==> config.mk <==
export PLATFORM = sky130hd
export DESIGN_NAME = pll_phase_ctrl
export DESIGN_NICKNAME = d
export VERILOG_FILES = /design/src/rtl/pll_phase_ctrl_pkg.sv /design/src/rtl/pll_phase_ctrl_lock_sync.sv /design/src/rtl/pll_phase_ctrl.sv
export SDC_FILE = /design/constraint.sdc
export NUM_CORES = 1
export LEC_CHECK = 0
export CAP_MARGIN = 20
export CORE_ASPECT_RATIO = 0.5
export CORE_MARGIN = 3
export CORE_UTILIZATION = 55
export CTS_CLUSTER_DIAMETER = 150
export DETAILED_ROUTE_END_ITERATION = 8
export PLACE_DENSITY = 0.9
export SLEW_MARGIN = 10
export SYNTH_ARGS = -nofsm -noshare
export SYNTH_HDL_FRONTEND = slang
export SYNTH_SLANG_ARGS = --single-unit
==> constraint.sdc <==
create_clock -name clk -period 7.5 [get_ports clk]
set_input_delay 0.75 -clock clk [delete_from_list [all_inputs] [get_ports clk]]
set_output_delay 0.75 -clock clk [all_outputs]
set_load 0.005 [all_outputs]
==> src/rtl/pll_phase_ctrl_pkg.sv <==
// rtl/pll_phase_ctrl_pkg.sv - shared types, encodings and defaults for the PLL phase stepper
package pll_phase_ctrl_pkg;

  typedef enum logic [2:0] {
    ST_WAIT_LOCK,
    ST_IDLE,
    ST_SETUP,
    ST_PULSE,
    ST_GAP
  } state_t;

  // cmd_sel encoding of the EHXPLLL output being shifted
  localparam logic [1:0] SEL_CLKOS  = 2'd0;
  localparam logic [1:0] SEL_CLKOS2 = 2'd1;
  localparam logic [1:0] SEL_CLKOS3 = 2'd2;
  localparam logic [1:0] SEL_CLKOP  = 2'd3;

  localparam int DEF_SETUP_CYCLES       = 2;
  localparam int DEF_PULSE_CYCLES       = 4;
  localparam int DEF_GAP_CYCLES         = 4;
  localparam int DEF_LOCK_STABLE_CYCLES = 16;
  localparam int DEF_PHASE_WRAP         = 104;

  // One phase step on an 8-bit position, wrapping modulo wrap
  function automatic logic [7:0] wrap_step(input logic [7:0] pos, input logic dir, input int wrap);
    logic [7:0] last;
    last = 8'(wrap - 1);
    if (dir) begin
      wrap_step = (pos == last) ? 8'd0 : pos + 8'd1;
    end else begin
      wrap_step = (pos == 8'd0) ? last : pos - 8'd1;
    end
  endfunction

endpackage

==> src/rtl/pll_phase_ctrl_lock_sync.sv <==
// rtl/pll_phase_ctrl_lock_sync.sv - PLL lock synchronizer and lock-stable counter
module pll_lock_sync #(
  parameter int LOCK_STABLE_CYCLES = 16
) (
  input  logic clk,
  input  logic reset,
  input  logic pll_locked,
  output logic locked_sync,
  output logic sync_next,
  output logic stable_next
);

  localparam int CW = $clog2(LOCK_STABLE_CYCLES + 1);

  logic          sync1;
  logic [CW-1:0] count;

  // Two-flop synchronizer plus a saturating count of consecutive locked cycles
  always_ff @(posedge clk) begin
    if (reset) begin
      sync1       <= 1'b0;
      locked_sync <= 1'b0;
      count       <= '0;
    end else begin
      sync1       <= pll_locked;
      locked_sync <= sync1;
      if (!locked_sync) begin
        count <= '0;
      end else if (count != CW'(LOCK_STABLE_CYCLES)) begin
        count <= count + CW'(1);
      end
    end
  end

  // sync_next is the value locked_sync takes next cycle; stable_next flags
  // that the count reaches its target on this edge
  assign sync_next   = sync1;
  assign stable_next = locked_sync && (count >= CW'(LOCK_STABLE_CYCLES - 1));

endmodule

==> src/rtl/pll_phase_ctrl.sv <==
// rtl/pll_phase_ctrl.sv - EHXPLLL dynamic phase-step sequencer with position tracking
import pll_phase_ctrl_pkg::*;

module pll_phase_ctrl #(
  parameter int SETUP_CYCLES       = DEF_SETUP_CYCLES,
  parameter int PULSE_CYCLES       = DEF_PULSE_CYCLES,
  parameter int GAP_CYCLES         = DEF_GAP_CYCLES,
  parameter int LOCK_STABLE_CYCLES = DEF_LOCK_STABLE_CYCLES,
  parameter int PHASE_WRAP         = DEF_PHASE_WRAP
) (
  input  logic        clk,
  input  logic        reset,
  input  logic        pll_locked,
  input  logic        cmd_valid,
  output logic        cmd_ready,
  input  logic [1:0]  cmd_sel,
  input  logic        cmd_dir,
  input  logic [7:0]  cmd_steps,
  output logic        busy,
  output logic        done,
  output logic        err,
  output logic        locked_sync,
  output logic [31:0] phase_pos,
  output logic [1:0]  pll_phasesel,
  output logic        pll_phasedir,
  output logic        pll_phasestep,
  output logic        pll_phaseloadreg
);

  state_t      state, state_n;
  logic [15:0] cnt, cnt_n;
  logic [7:0]  steps_left, steps_n;
  logic [31:0] pos_n;
  logic [1:0]  sel_n;
  logic        dir_n, done_n, err_n, busy_n, step_n, ready_n;
  logic        sync_next, stable_next;

  pll_lock_sync #(
    .LOCK_STABLE_CYCLES(LOCK_STABLE_CYCLES)
  ) u_lock_sync (
    .clk        (clk),
    .reset      (reset),
    .pll_locked (pll_locked),
    .locked_sync(locked_sync),
    .sync_next  (sync_next),
    .stable_next(stable_next)
  );

  // The phase load register is never used; the PLL keeps its configured phase
  assign pll_phaseloadreg = 1'b1;

  // Next-state and next-output logic; lock loss overrides any in-flight step
  always_comb begin
    state_n = state;
    cnt_n   = cnt + 16'd1;
    steps_n = steps_left;
    pos_n   = phase_pos;
    sel_n   = pll_phasesel;
    dir_n   = pll_phasedir;
    done_n  = 1'b0;
    err_n   = 1'b0;
    case (state)
      ST_WAIT_LOCK: begin
        cnt_n = '0;
        if (stable_next) state_n = ST_IDLE;
      end
      ST_IDLE: begin
        cnt_n = '0;
        if (!locked_sync) begin
          state_n = ST_WAIT_LOCK;
        end else if (cmd_valid && cmd_ready) begin
          sel_n   = cmd_sel;
          dir_n   = cmd_dir;
          steps_n = cmd_steps;
          if (cmd_steps == 8'd0) done_n = 1'b1;
          else                   state_n = ST_SETUP;
        end
      end
      ST_SETUP: begin
        if (cnt == 16'(SETUP_CYCLES - 1)) begin
          state_n = ST_PULSE;
          cnt_n   = '0;
        end
      end
      ST_PULSE: begin
        if (cnt == 16'(PULSE_CYCLES - 1)) begin
          state_n = ST_GAP;
          cnt_n   = '0;
          steps_n = steps_left - 8'd1;
          pos_n[{pll_phasesel, 3'b000} +: 8] =
            wrap_step(phase_pos[{pll_phasesel, 3'b000} +: 8], pll_phasedir, PHASE_WRAP);
        end
      end
      ST_GAP: begin
        if (cnt == 16'(GAP_CYCLES - 1)) begin
          cnt_n = '0;
          if (steps_left == 8'd0) begin
            state_n = ST_IDLE;
            done_n  = 1'b1;
          end else begin
            state_n = ST_PULSE;
          end
        end
      end
      default: state_n = ST_WAIT_LOCK;
    endcase
    if ((state == ST_SETUP || state == ST_PULSE || state == ST_GAP) && !locked_sync) begin
      state_n = ST_WAIT_LOCK;
      cnt_n   = '0;
      steps_n = steps_left;
      pos_n   = phase_pos;
      done_n  = 1'b0;
      err_n   = 1'b1;
    end
    busy_n  = (state_n == ST_SETUP) || (state_n == ST_PULSE) || (state_n == ST_GAP);
    step_n  = (state_n != ST_PULSE);
    ready_n = (state_n == ST_IDLE) && sync_next;
  end

  // State and registered outputs
  always_ff @(posedge clk) begin
    if (reset) begin
      state         <= ST_WAIT_LOCK;
      cnt           <= '0;
      steps_left    <= '0;
      phase_pos     <= '0;
      pll_phasesel  <= '0;
      pll_phasedir  <= 1'b0;
      pll_phasestep <= 1'b1;
      busy          <= 1'b0;
      done          <= 1'b0;
      err           <= 1'b0;
      cmd_ready     <= 1'b0;
    end else begin
      state         <= state_n;
      cnt           <= cnt_n;
      steps_left    <= steps_n;
      phase_pos     <= pos_n;
      pll_phasesel  <= sel_n;
      pll_phasedir  <= dir_n;
      pll_phasestep <= step_n;
      busy          <= busy_n;
      done          <= done_n;
      err           <= err_n;
      cmd_ready     <= ready_n;
    end
  end

endmodule
==> impl_metrics.ini, run 1 <==
[logic_synthesis]
ys_seq_elements = 74
synth_edf_count = 0
yosys_warnings = 0
syn_area_um2 = 3800
synthArstFlopShare = 0
synth_top_family_by_area = simple AND/OR/NAND/NOR gates
synth_most_common_cell = dfxtp_1
synth_xor_area_frac = 0.0553
yosysTopAreaCell = dfxtp_1
synth_top_area_frac = 0.390
synth_area_per_cell_um2 = 8.35
yosys.area_share.adder = 0.0461
dominantRegCellSynth = dfxtp_1
synth_nets = 484
synth_simple_gate_area_frac = 0.244
synth_seq_area_share = 0.390
syn_inst = 455
netlist_top_cells_area = dfxtp_1 (39%), nand2_1 (6.1%), mux4_2 (4.7%), nor2_1 (4.6%), ha_1 (4.6%)
synth-compound-area-share = 0.160
ys_types = 55
synthMuxAreaShare = 0.0609
synth_common_cells = dfxtp_1 (74), nand2_1 (62), nor2_1 (47)

[clocking]
cts_hold_buf = 0
post-cts-setup-buffers = 0
cts_resized = 0
clk_latency_ns = 0.34
cts_buffers = 9
clock_sinks = 74
cts_root_buffer = clkbuf_16
cts_tree = done
path_clk_slew_ns = 0.05
htreeDepth = 3
ctsLongestPathBuffers = 2

[final_layout]
insertedDiodeCount = 0
layout-drive-gt1-share = 0.0630
syn_to_final_growth_pct = 22.4
instances_no_fill = 596
nNetsFinal = 535
fillers = 458

[power]
peakVddDrop_mv = 0.153
leakagePower_uw = 0.00161
power_density_nw_per_um2 = 172

[floorplanning]
core_area_um2 = 6380
die_area_um2 = 8000
die_width_um = 124
start_util = 0.595
fp-row-count = 20
die_h_um = 64.8
pin_count = 57

[sta]
relSlewSlack = 0.290
finalSetupTns_ns = 0
skew_ns = 0.00651
hold_viol = 0
hold_ws_ns = 0.467
slew_violations = 0
fin_crit_sh = 0.433
rsz0062_at_grt = false
min_period_ns = 3.25
max_freq_mhz = 308
worst_pin_slew_ns = 1.06
setup_viol = 0

[critical_path]
critPathArrivalTime_ns = 3.49
worstPathCellList = mux4_2 > inv_1 > ha_1 > inv_1 > nor3_1 > nand2_1 > a21oi_1 > nand4_1 > a21oi_1
crit_path_max_fanout = 17
crit_path_end_kind = flop
r2r_end = phase_pos[25]
reg2reg_slack_ns = 4.25
critPathKind = reg2reg
path_buf_inv = 2
cpMaxStageDelayCell = dfxtp_1
max_stage_delay_ns = 0.90
r2r_cells = 9
reg2reg_from = pll_phasesel[0]
crit_family = flip-flops
start_kind = flop
required_ns = 7.75

[detailed_routing]
ant_nets = 0
vias_per_cell = 5.91
drt-pass1-iter-count = 7
wl_per_cell_um = 15.7
route.vias.total = 3520
wirelength_um = 9380
drc = 0
first_iter_violations = 533

[hold_path]
hold_path_end = phase_pos[2]
hold_path_class = reg2reg
whs_path_depth = 2
min_from = phase_pos[2]

[flow_run]
cap_violations = 0

[grt]
antenna_found_initial = 0
grt_pass1_wl_um = 15800
grt_pass1_vias = 3317
track_usage = 0.254
grt_overflow = 0
grt_start_max_net_pins = 31

[placed_design]
io_buffer_count = 55
dp_cells = 583
place.gp.congestion = 0.956
dpl.hpwl_um = 6490

[run_status]
status = completed
power by group:
part / switching [uW] / internal [uW] / leakage, uW
registers: 0.421 / 394 / 0.000596
clock network: 151 / 236 / 0.000128
logic: 9.38 / 8.44 / 0.000881
tightest hold or removal path, stage by stage, from the launching register on:
cell and delay (ns):
dfxtp_1 0.31, nand2_1 0.06, a21oi_1 0.05
through the flow:
stage               area, um2  setup slack [ns]  utilization  power, uW
floorplan                3800              4.87            -        410
global placement         4380              4.39        0.686        420
detailed placement       4390              4.33        0.688        420
CTS                      4650              4.30        0.728        802
global route             4650              4.01        0.728        822
finish                   4650              4.25        0.728        799
logic make-up (layout without fill, tap and decap cells):
group / count (synthesis) / in the layout
other: 1 / 1
muxes: 13 / 13
buffers and inverters: 37 / 90
xor gates and xnor gates: 24 / 24
AOI/OAI and AO/OA: 100 / 100
adders and majority gates: 14 / 14
and+or+nand+nor: 192 / 192
DFF: 74 / 74
flip-flops by register name, summed over array words and instances, names as in the netlist:
signal / cells
done: 1
pll_phasesel: 2
cmd_ready: 1
u_lock_sync.count: 5
phase_pos: 32
busy: 1
err: 1
pll_phasedir: 1
cnt: 16
u_lock_sync.sync_next: 1
steps_left: 8
pll_phasestep: 1
u_lock_sync.locked_sync: 1
state: 3
placed cells by master (no fill, tap or decap), drive strengths merged, types with 11 or more instances in the layout:
cell            n
a21oi          32
and3           11
clkbuf         13
clkdlybuf4s50  55
dfxtp          74
ha             14
inv            20
nand2          62
nand3          14
nand4          12
nor2           47
nor3           14
o21ai          35
xnor2          16
cell type report:
cell class	count	area, um2	share of cell area
Multi-Input combinational cell	344	2160	0.464
Clock buffer	13	260	0.0560
Sequential cell	74	1480	0.319
Inverter	20	75.1	0.0162
Timing Repair Buffer	57	566	0.122
Tap cell	88	110	0.0237
worst max-delay path by stage:
stage                                from  cells past startpoint  slack, ns            end
after floorplan           pll_phasesel[0]                     11       4.87  phase_pos[26]
after CTS                 pll_phasesel[0]                      9       4.30  phase_pos[25]
after global placement    pll_phasesel[0]                      9       4.39   phase_pos[2]
final                     pll_phasesel[0]                      9       4.25  phase_pos[25]
after global routing      pll_phasesel[0]                      9       4.01   phase_pos[2]
after detailed placement  pll_phasesel[0]                      9       4.33  phase_pos[25]
per-layer routing:
metal  vias up  global-route usage  routed length (um)
met3        28              0.0854                 635
met2       149               0.418                4610
met5         -                   0                   0
li1       1703                   -                   -
met1      1640               0.309                3890
met4         0              0.0952                 247
No activity file was read; power rests on OpenSTA's default activity.
==> inputs of run 2 (changes only) <==
--- a/config.mk
+++ b/config.mk
@@ -8,10 +8,10 @@
 export CAP_MARGIN = 20
 export CORE_ASPECT_RATIO = 0.5
 export CORE_MARGIN = 3
-export CORE_UTILIZATION = 55
+export CORE_UTILIZATION = 54
 export CTS_CLUSTER_DIAMETER = 150
 export DETAILED_ROUTE_END_ITERATION = 8
-export PLACE_DENSITY = 0.9
+export PLACE_DENSITY = 0.89
 export SLEW_MARGIN = 10
 export SYNTH_ARGS = -nofsm -noshare
 export SYNTH_HDL_FRONTEND = slang
==> constraint.sdc (replaced) <==
create_clock -name clk -period 3.35 [get_ports clk]
set_input_delay 0.335 -clock clk [delete_from_list [all_inputs] [get_ports clk]]
set_output_delay 0.335 -clock clk [all_outputs]
set_load 0.005 [all_outputs]
==> run 2 against run 1 <==
Routed wire length rose by 1.6%. Critical path depth rose by 1. Utilization rose by 0.62 points. Sequential share of layout area fell by 0.51 points. Combinational power rose by 130%. Total power rose by 140%. Final area rose by 1.6%. Critical path type unchanged. Largest cell class unchanged. Highest routed layer unchanged.
==> impl_metrics.ini, run 2 (same netlist as run 1, synthesis figures left out) <==
[floorplanning]
die_width_um = 125
die_area_um2 = 8140
die_h_um = 65.3
start_util = 0.591
fp-row-count = 20
pin_count = 57
core_area_um2 = 6430

[run_status]
status = completed

[critical_path]
critPathArrivalTime_ns = 3.03
crit_path_end_kind = flop
required_ns = 3.61
critPathKind = reg2reg
reg2reg_from = pll_phasesel[0]
crit_path_max_fanout = 6
start_kind = flop
r2r_cells = 10
r2r_end = phase_pos[26]
reg2reg_slack_ns = 0.58

[grt]
track_usage = 0.242
antenna_found_initial = 0
grt_start_max_net_pins = 20
met2_usage = 0.407
grt_util_met1 = 0.288
grt_pass1_wl_um = 16000
grt_pass1_vias = 3320
grt_overflow = 0
grt.busiest_layer = met2
met3_usage = 0.0714

[final_layout]
syn_to_final_growth_pct = 24.4
insertedDiodeCount = 0
final_cell_mix = dfxtp_1 (74), nand2_1 (62), clkdlybuf4s50_1 (55), nor2_1 (47), a21oi_1 (31)
layout-drive-gt1-share = 0.0756
largest_reg_flops = 32
final_common_cell = dfxtp_1
nNetsFinal = 540
instances_no_fill = 604
largest-register = phase_pos
design_area_um2 = 4720
fillers = 433
top_regs = phase_pos: 32 flops, cnt: 16 flops, steps_left: 8 flops

[sta]
relSlewSlack = 0.391
max_freq_mhz = 361
finalSetupTns_ns = 0
hold_ws_ns = 0.476
rsz0062_at_grt = false
skew_ns = 0.00527
fin_crit_sh = 0.828
setup_viol = 0
setup_slack_ns = 0.576
min_period_ns = 2.77
worst_pin_slew_ns = 0.908
hold_viol = 0
slew_violations = 0

[power]
leakagePower_uw = 0.00165
power_density_nw_per_um2 = 399
peakVddDrop_mv = 0.245

[hold_path]
min_from = steps_left[6]
hold_path_class = reg2reg
whs_path_depth = 2
hold_path_end = steps_left[6]

[placed_design]
placed_cell_area_um2 = 4430
place_ws_ns = 0.691
dp_cells = 588
dpl.hpwl_um = 6690
io_buffer_count = 55
place.gp.congestion = 1.01

[clocking]
clk_latency_ns = 0.34
path_clk_slew_ns = 0.05
cts_root_buffer = clkbuf_16
cts_resized = 0
htreeDepth = 3
cts_tree = done
post-cts-setup-buffers = 0
ctsLongestPathBuffers = 2
cts_hold_buf = 0
cts_buffers = 9
clock_sinks = 74

[detailed_routing]
first_iter_violations = 564
vias_per_cell = 5.83
drt-pass1-iter-count = 6
wl_per_cell_um = 15.8
ant_nets = 0
wirelength_um = 9520
route.vias.total = 3520
drc = 0

[flow_run]
cap_violations = 0
==> run 2: cell count changes in the layout (fill, tap and decap cells not counted) <==
cell / previous run / this run
buf_4: 2 / 7
bufinv_16: 0 / 1
clkbuf_1: 2 / 3
clkinv_2: 0 / 1
==> run 2: worst max path at each step <==
stage,from,endpoint,cells after the start,slack (ns)
2_1_floorplan,pll_phasesel[0],phase_pos[26],11,0.72
6_report,pll_phasesel[0],phase_pos[26],10,0.58
3_5_place_dp,pll_phasesel[1],phase_pos[25],9,0.69
4_1_cts,pll_phasesel[0],phase_pos[26],10,0.63
3_3_place_gp,pll_phasesel[1],phase_pos[26],9,0.82
5_1_grt,pll_phasesel[1],phase_pos[26],9,0.40
==> run 2: layout make-up <==
cell class	count	area, um2	share of cell area
Multi-Input combinational cell	344	2160	0.456
Sequential cell	74	1480	0.314
Timing Repair Buffer	62	603	0.128
Clock buffer	14	264	0.0559
Tap cell	88	110	0.0233
Inverter	20	75.1	0.0159
Clock inverter	2	35.0	0.00742
==> run 2: worst max-delay path, stage by stage, from the launching register on <==
cell     delay, ns
dfxtp_1       0.36
buf_4         0.18
mux4_2        0.56
inv_1         0.17
ha_1          0.19
inv_1         0.06
nor3_1        0.32
nand2_1       0.17
a22oi_1       0.37
nand4_1       0.16
a21oi_1       0.17
==> run 2: power by group <==
part / leakage (uW) / total [uW] / switching, uW / internal [uW]
combinational: 0.000905 / 40.5 / 20.9 / 19.6
sequential: 0.000596 / 883 / 0.967 / 882
clock: 0.000147 / 960 / 344 / 616
total: 0.00165 / 1880 / 366 / 1520
==> run 2: per-stage QoR <==
stage	utilization	power, uW
after detailed placement	0.688	942
after global placement	0.688	941
after floorplan	-	917
after CTS	0.735	1890
after global routing	0.735	1940
final	0.735	1880
==> run 2: per-layer routing <==
layer | vias to the layer above | routed length (um)
li1 | 1712 | -
met1 | 1669 | 4080
met2 | 119 | 4680
met3 | 20 | 565
met4 | 0 | 191
met5 | - | 0
==> variant 1 (flow settings as in run 2) <==
Re-encode `state_t` (5 states) as one-hot, 5 bits wide.
--- a/src/rtl/pll_phase_ctrl_pkg.sv
+++ b/src/rtl/pll_phase_ctrl_pkg.sv
@@ -1,12 +1,12 @@
 // rtl/pll_phase_ctrl_pkg.sv - shared types, encodings and defaults for the PLL phase stepper
 package pll_phase_ctrl_pkg;
 
-  typedef enum logic [2:0] {
-    ST_WAIT_LOCK,
-    ST_IDLE,
-    ST_SETUP,
-    ST_PULSE,
-    ST_GAP
+  typedef enum logic [4:0] {
+    ST_WAIT_LOCK = 5'b00001,
+    ST_IDLE      = 5'b00010,
+    ST_SETUP     = 5'b00100,
+    ST_PULSE     = 5'b01000,
+    ST_GAP       = 5'b10000
   } state_t;
 
   // cmd_sel encoding of the EHXPLLL output being shifted
Formal check against the unedited RTL: same outputs for any inputs over 10 cycles, from zero or initial values and one cycle with reset high; not proved beyond that.
==> variant 1 against run 2 <==
- final area up 7.5%
- total power up 12%
- die area up 8.3%
- highest routed layer unchanged
- sequential power up 2.7%
- cell count up 6.6%
- routed wire length up 11%
- largest power group unchanged
- clock power up 20%
- sequential cell count up 2
- area after synthesis up 9.0%
- setup slack worse by 0.19 ns
- critical path depth down 3
==> variant 1: results (changes against run 2) <==
status = complete, no violations
share of cells above drive strength 1 = 0.0652 (-0.0104)
Synth top cells by count = 76 x dfxtp_1, 65 x nand2_1, 49 x nor2_1, 38 x a21oi_1, 33 x o21ai_0
Overall Global Routing Usage = 0.251 (+0.00885)
slowest stage delay, CP = 0.78 ns (+0.22 ns)
Reg2Reg Depth = 7 (-3)
first-pass GRT wire length = 17300 um (+8.5%)
htree depth = 3 (unchanged)
dpl hpwl = 7320 um (+9.3%)
post-synthesis instance total = 500 (+9.9%)
Worst-Margin Slew = 0.875 ns (-0.0331 ns)
syn nets = 528 (+9.1%)
initial DRC count = 338 (-40%)
async set or reset register ratio after synthesis = 0 (unchanged)
Setup WS pre-CTS = 0.412 ns (-0.279 ns)
CTS buffer count = 9 (unchanged)
largest net degree at the start of global routing = 21 (+5.0%)
Worst Hold Depth = 2 (unchanged)
placed cells = 628 (+6.8%)
Placed Area = 4720 um^2 (+6.6%)
clk slew on worst S/H paths = 0.06 ns
FF-to-FF End = phase_pos[22]
Routed wire per std cell = 16.4 um (+3.8%)
drt first pass iters = 5 (-1)
Root Buffer = clkbuf_16
Min-Delay Endpoint = phase_pos[7]
GP Congestion = 0.956 (-5.7%)
Worst Hold Launch = phase_pos[7]
worst min-delay path class = reg -> reg
Lkg Pwr = 1.81 nW (+9.6%)
biggest registers after layout = phase_pos: 32 flops, cnt: 16 flops, steps_left: 8 flops
vias in the first global route = 3662 (+10%)
main area contributors after synthesis = dfxtp_1 37%, nand2_1 5.9%, a21oi_1 4.6%
hold_ws = 0.473 ns (-0.00324 ns)
slowest library cell on the worst path = mux4_1
post-synthesis sequential area ratio = 0.368 (-0.0224)
arrival time worst endpoint = 3.16 ns (+0.13 ns)
Max IR drop VDD = 269 uV (+9.5%)
# nets final = 575 (+6.5%)
post-synthesis cell type count = 58 (+5.5%)
drt total wl = 10500 um (+11%)
Crit Reg-Reg Startpoint = pll_phasesel[0]
Skew-Pair Late Insertion Delay = 0.34 ns (about the same)
YS warnings = 0 (unchanged)
crit-path max FO = 13 (+7)
post_cts resized = 0 (unchanged)
skew final = 0.00565 ns (+0.000377 ns)
Vias/cell = 5.95 (+2.2%)
Longest Clk Path Bufs = 2 (unchanged)
Reg2Reg Setup Slack = 0.38 ns (-0.19 ns)
## variant 1: area by class of cell
| cell class | count | area [um^2] |
|---|---|---|
| timing repair buffer | 60 | 588 |
| inverter | 17 | 63.8 |
| tap | 92 | 115 |
| multi-input combinational | 383 | 2430 |
| clock buffer | 11 | 253 |
| fill | 508 | 1960 |
| clock inverter | 5 | 108 |
| sequential | 76 | 1520 |
## variant 1: report_power, final
group / total (mW) / switching (mW) / internal (mW) / leakage (nW)
Clock: 1.15 / 0.382 / 0.771 / 0.176
Sequential: 0.907 / 0.00152 / 0.905 / 0.612
Combinational: 0.0425 / 0.0224 / 0.0202 / 1.02
## variant 1: worst max-delay path by stage
stage	start	end	slack, ns	depth (start not counted)
global placement	pll_phasesel[0]	phase_pos[17]	0.52	9
floorplan	pll_phasesel[0]	phase_pos[4]	0.73	11
finish	pll_phasesel[0]	phase_pos[22]	0.38	7
global route	pll_phasesel[0]	phase_pos[20]	0.18	9
detailed placement	pll_phasesel[0]	phase_pos[1]	0.41	9
CTS	pll_phasesel[0]	phase_pos[28]	0.40	9
## variant 1: critical path: cells and delay by family, from the launching register on
kind                   cells  cell delay [ns]
muxes                      1             0.78
buffers and inverters      1             0.27
DFF                        1             0.63
AOI/OAI and AO/OA          3             0.57
and+or+nand+nor            2             0.55
## variant 1: logic make-up after synthesis
kind of cell,Yosys count,synth area share
compound gates,107,0.156
xor+xnor,26,0.0550
fa+ha+maj,13,0.0393
buf+inv,41,0.0453
flops,76,0.368
mux,16,0.0659
other cells,1,0.000906
simple gates,220,0.270
## variant 1: layer usage
| layer | GRT usage | routed length, um |
|---|---|---|
| met3 | 0.0600 | 753 |
| met2 | 0.426 | 5090 |
| met1 | 0.310 | 4450 |
| met4 | 0.109 | 244 |
| met5 | 0 | 0 |
==> variant 2 (flow settings as in run 2) <==
Without the edit above. Set the package constant `DEF_LOCK_STABLE_CYCLES` to 32 (it was 16).
--- a/src/rtl/pll_phase_ctrl_pkg.sv
+++ b/src/rtl/pll_phase_ctrl_pkg.sv
@@ -18,7 +18,7 @@
   localparam int DEF_SETUP_CYCLES       = 2;
   localparam int DEF_PULSE_CYCLES       = 4;
   localparam int DEF_GAP_CYCLES         = 4;
-  localparam int DEF_LOCK_STABLE_CYCLES = 16;
+  localparam int DEF_LOCK_STABLE_CYCLES = 32;
   localparam int DEF_PHASE_WRAP         = 104;
 
   // One phase step on an 8-bit position, wrapping modulo wrap
Function: no difference found for any inputs over 10 cycles, from zero or initial values and one cycle with reset high; that may be too few to reach the edited logic, so the function may still have changed.
==> variant 2 against run 2 <==
- worst hold slack got worse by 0.011 ns
- final area rose by 2.1%
- clock skew rose by 0.00079 ns
- total power rose by 4.4%
- routed wire length rose by 6.6%
- sequential cell count rose by 1
- area after synthesis rose by 2.8%
- count of clock-buffer cells in the layout fell by 1
- core utilization fell by 2.9 points
- setup slack got worse by 0.078 ns
- synthesized cell count rose by 4.2%
- maximum frequency fell by 2.7%
- critical path type unchanged
- largest power group unchanged
==> variant 2: results (changes against run 2) <==
worst min-delay path class = reg -> reg
Routed wire per std cell = 16.4 um (+3.8%)
Placed Area = 4510 um^2 (+2.0%)
Max IR drop VDD = 238 uV (-2.9%)
status = complete, no violations
Crit Reg-Reg Startpoint = pll_phasesel[0]
Worst Hold Launch = u_lock_sync.sync_next
Overall Global Routing Usage = 0.255 (+0.0127)
FF-to-FF End = phase_pos[4]
largest net degree at the start of global routing = 24 (+20%)
post-synthesis mux area share = 0.0670 (+0.00605)
GP Congestion = 0.957 (-5.6%)
Synth Area in Compound Gates = 0.158 (-0.00142)
slowest stage delay, CP = 0.60 ns (+0.04 ns)
Reg2Reg Setup Slack = 0.50 ns (-0.08 ns)
post-synthesis sequential area ratio = 0.385 (-0.00537)
share of cells above drive strength 1 = 0.0530 (-0.0226)
initial antenna violation count = 0 (unchanged)
dpl hpwl = 6930 um (+3.5%)
post-synthesis cell type count = 53 (-3.6%)
arrival time worst endpoint = 3.12 ns (+0.09 ns)
Reg2Reg Depth = 9 (-1)
Min-Delay Endpoint = u_lock_sync.locked_sync
first-pass GRT wire length = 17000 um (+6.2%)
Skew-Pair Late Insertion Delay = 0.34 ns (about the same)
post_cts resized = 0 (unchanged)
skew final = 0.00606 ns (+0.000786 ns)
Worst Hold Depth = 1 (-1)
drt first pass iters = 5 (-1)
Longest Clk Path Bufs = 2 (unchanged)
syn nets = 502 (+3.7%)
vias in the first global route = 3438 (+3.6%)
# nets final = 552 (+2.2%)
main area contributors after synthesis = dfxtp_1 38%, nor2_1 5.7%, nand2_1 4.9%
Setup WS pre-CTS = 0.526 ns (-0.165 ns)
Lkg Pwr = 1.70 nW (+3.2%)
htree depth = 3 (unchanged)
syn_area_per_cell = 8.24 um^2 (-1.4%)
Cell Count, Final, Fillers Out = 620 (+2.6%)
post-synthesis adder-cell area fraction = 0.0417 (-0.00445)
slowest library cell on the worst path = mux4_2
Worst-Margin Slew = 0.800 ns (-0.108 ns)
hold_ws = 0.465 ns (-0.0112 ns)
Synth top cells by count = 75 x dfxtp_1, 59 x nor2_1, 51 x nand2_1, 33 x o21ai_0, 27 x a21oi_1
Vias/cell = 5.99 (+2.8%)
setup TNS = 0 ns (unchanged)
cell family with most CP delay = simple AND/OR/NAND/NOR gates
placed cells = 605 (+2.9%)
crit-path max FO = 5 (-1)
biggest registers after layout = phase_pos: 32 flops, cnt: 16 flops, steps_left: 8 flops
initial DRC count = 534 (-5.3%)
xor/xnor share of the synthesized area = 0.0538 (-0.00149)
## variant 2: cells by family (layout without fill, tap and decap cells)
group	Yosys count	in the layout
xor gates and xnor gates	24	24
other	1	1
muxes	16	16
adders and majority gates	13	13
and+or+nand+nor	206	206
DFF	75	75
buffers and inverters	38	92
AOI/OAI and AO/OA	101	101
## variant 2: how the worst max path moves through the flow
stage | from | endpoint | slack (ns) | depth (start not counted)
after detailed placement | pll_phasesel[0] | phase_pos[4] | 0.53 | 9
after global routing | pll_phasesel[0] | phase_pos[4] | 0.30 | 9
after floorplan | pll_phasesel[0] | phase_pos[4] | 0.41 | 11
after global placement | pll_phasesel[0] | phase_pos[4] | 0.59 | 9
final | pll_phasesel[0] | phase_pos[4] | 0.50 | 9
after CTS | pll_phasesel[0] | phase_pos[4] | 0.50 | 9
## variant 2: worst reg2reg max path: cells and delay by family (launching register included)
kind,cells,cell delay (ns)
mux,1,0.61
fa+ha+maj,1,0.16
buf+inv,2,0.18
compound gates,2,0.36
simple gates,3,0.99
flops,1,0.49
## variant 2: cell type report
type / count / area, um^2
inverters: 17 / 63.8
fillers: 536 / 2010
clock inverters: 2 / 60.1
repair buffers: 60 / 588
well taps: 92 / 115
flip-flops and latches: 75 / 1500
clock buffers: 13 / 250
multi-input cells: 361 / 2240
## variant 2: per-layer routing
layer,GRT usage,share of wire,vias up,wire (um)
li1,-,-,1784,-
met1,0.334,0.43,1721,4410
met2,0.423,0.47,185,4820
met3,0.0540,0.076,23,774
met4,0.0882,0.015,0,151
met5,0,0,-,0
## variant 2: report_power, final
group | switching [mW] | internal [mW]
Sequential | 0.00192 | 0.894
Clock | 0.359 | 0.669
Combinational | 0.0224 | 0.0211
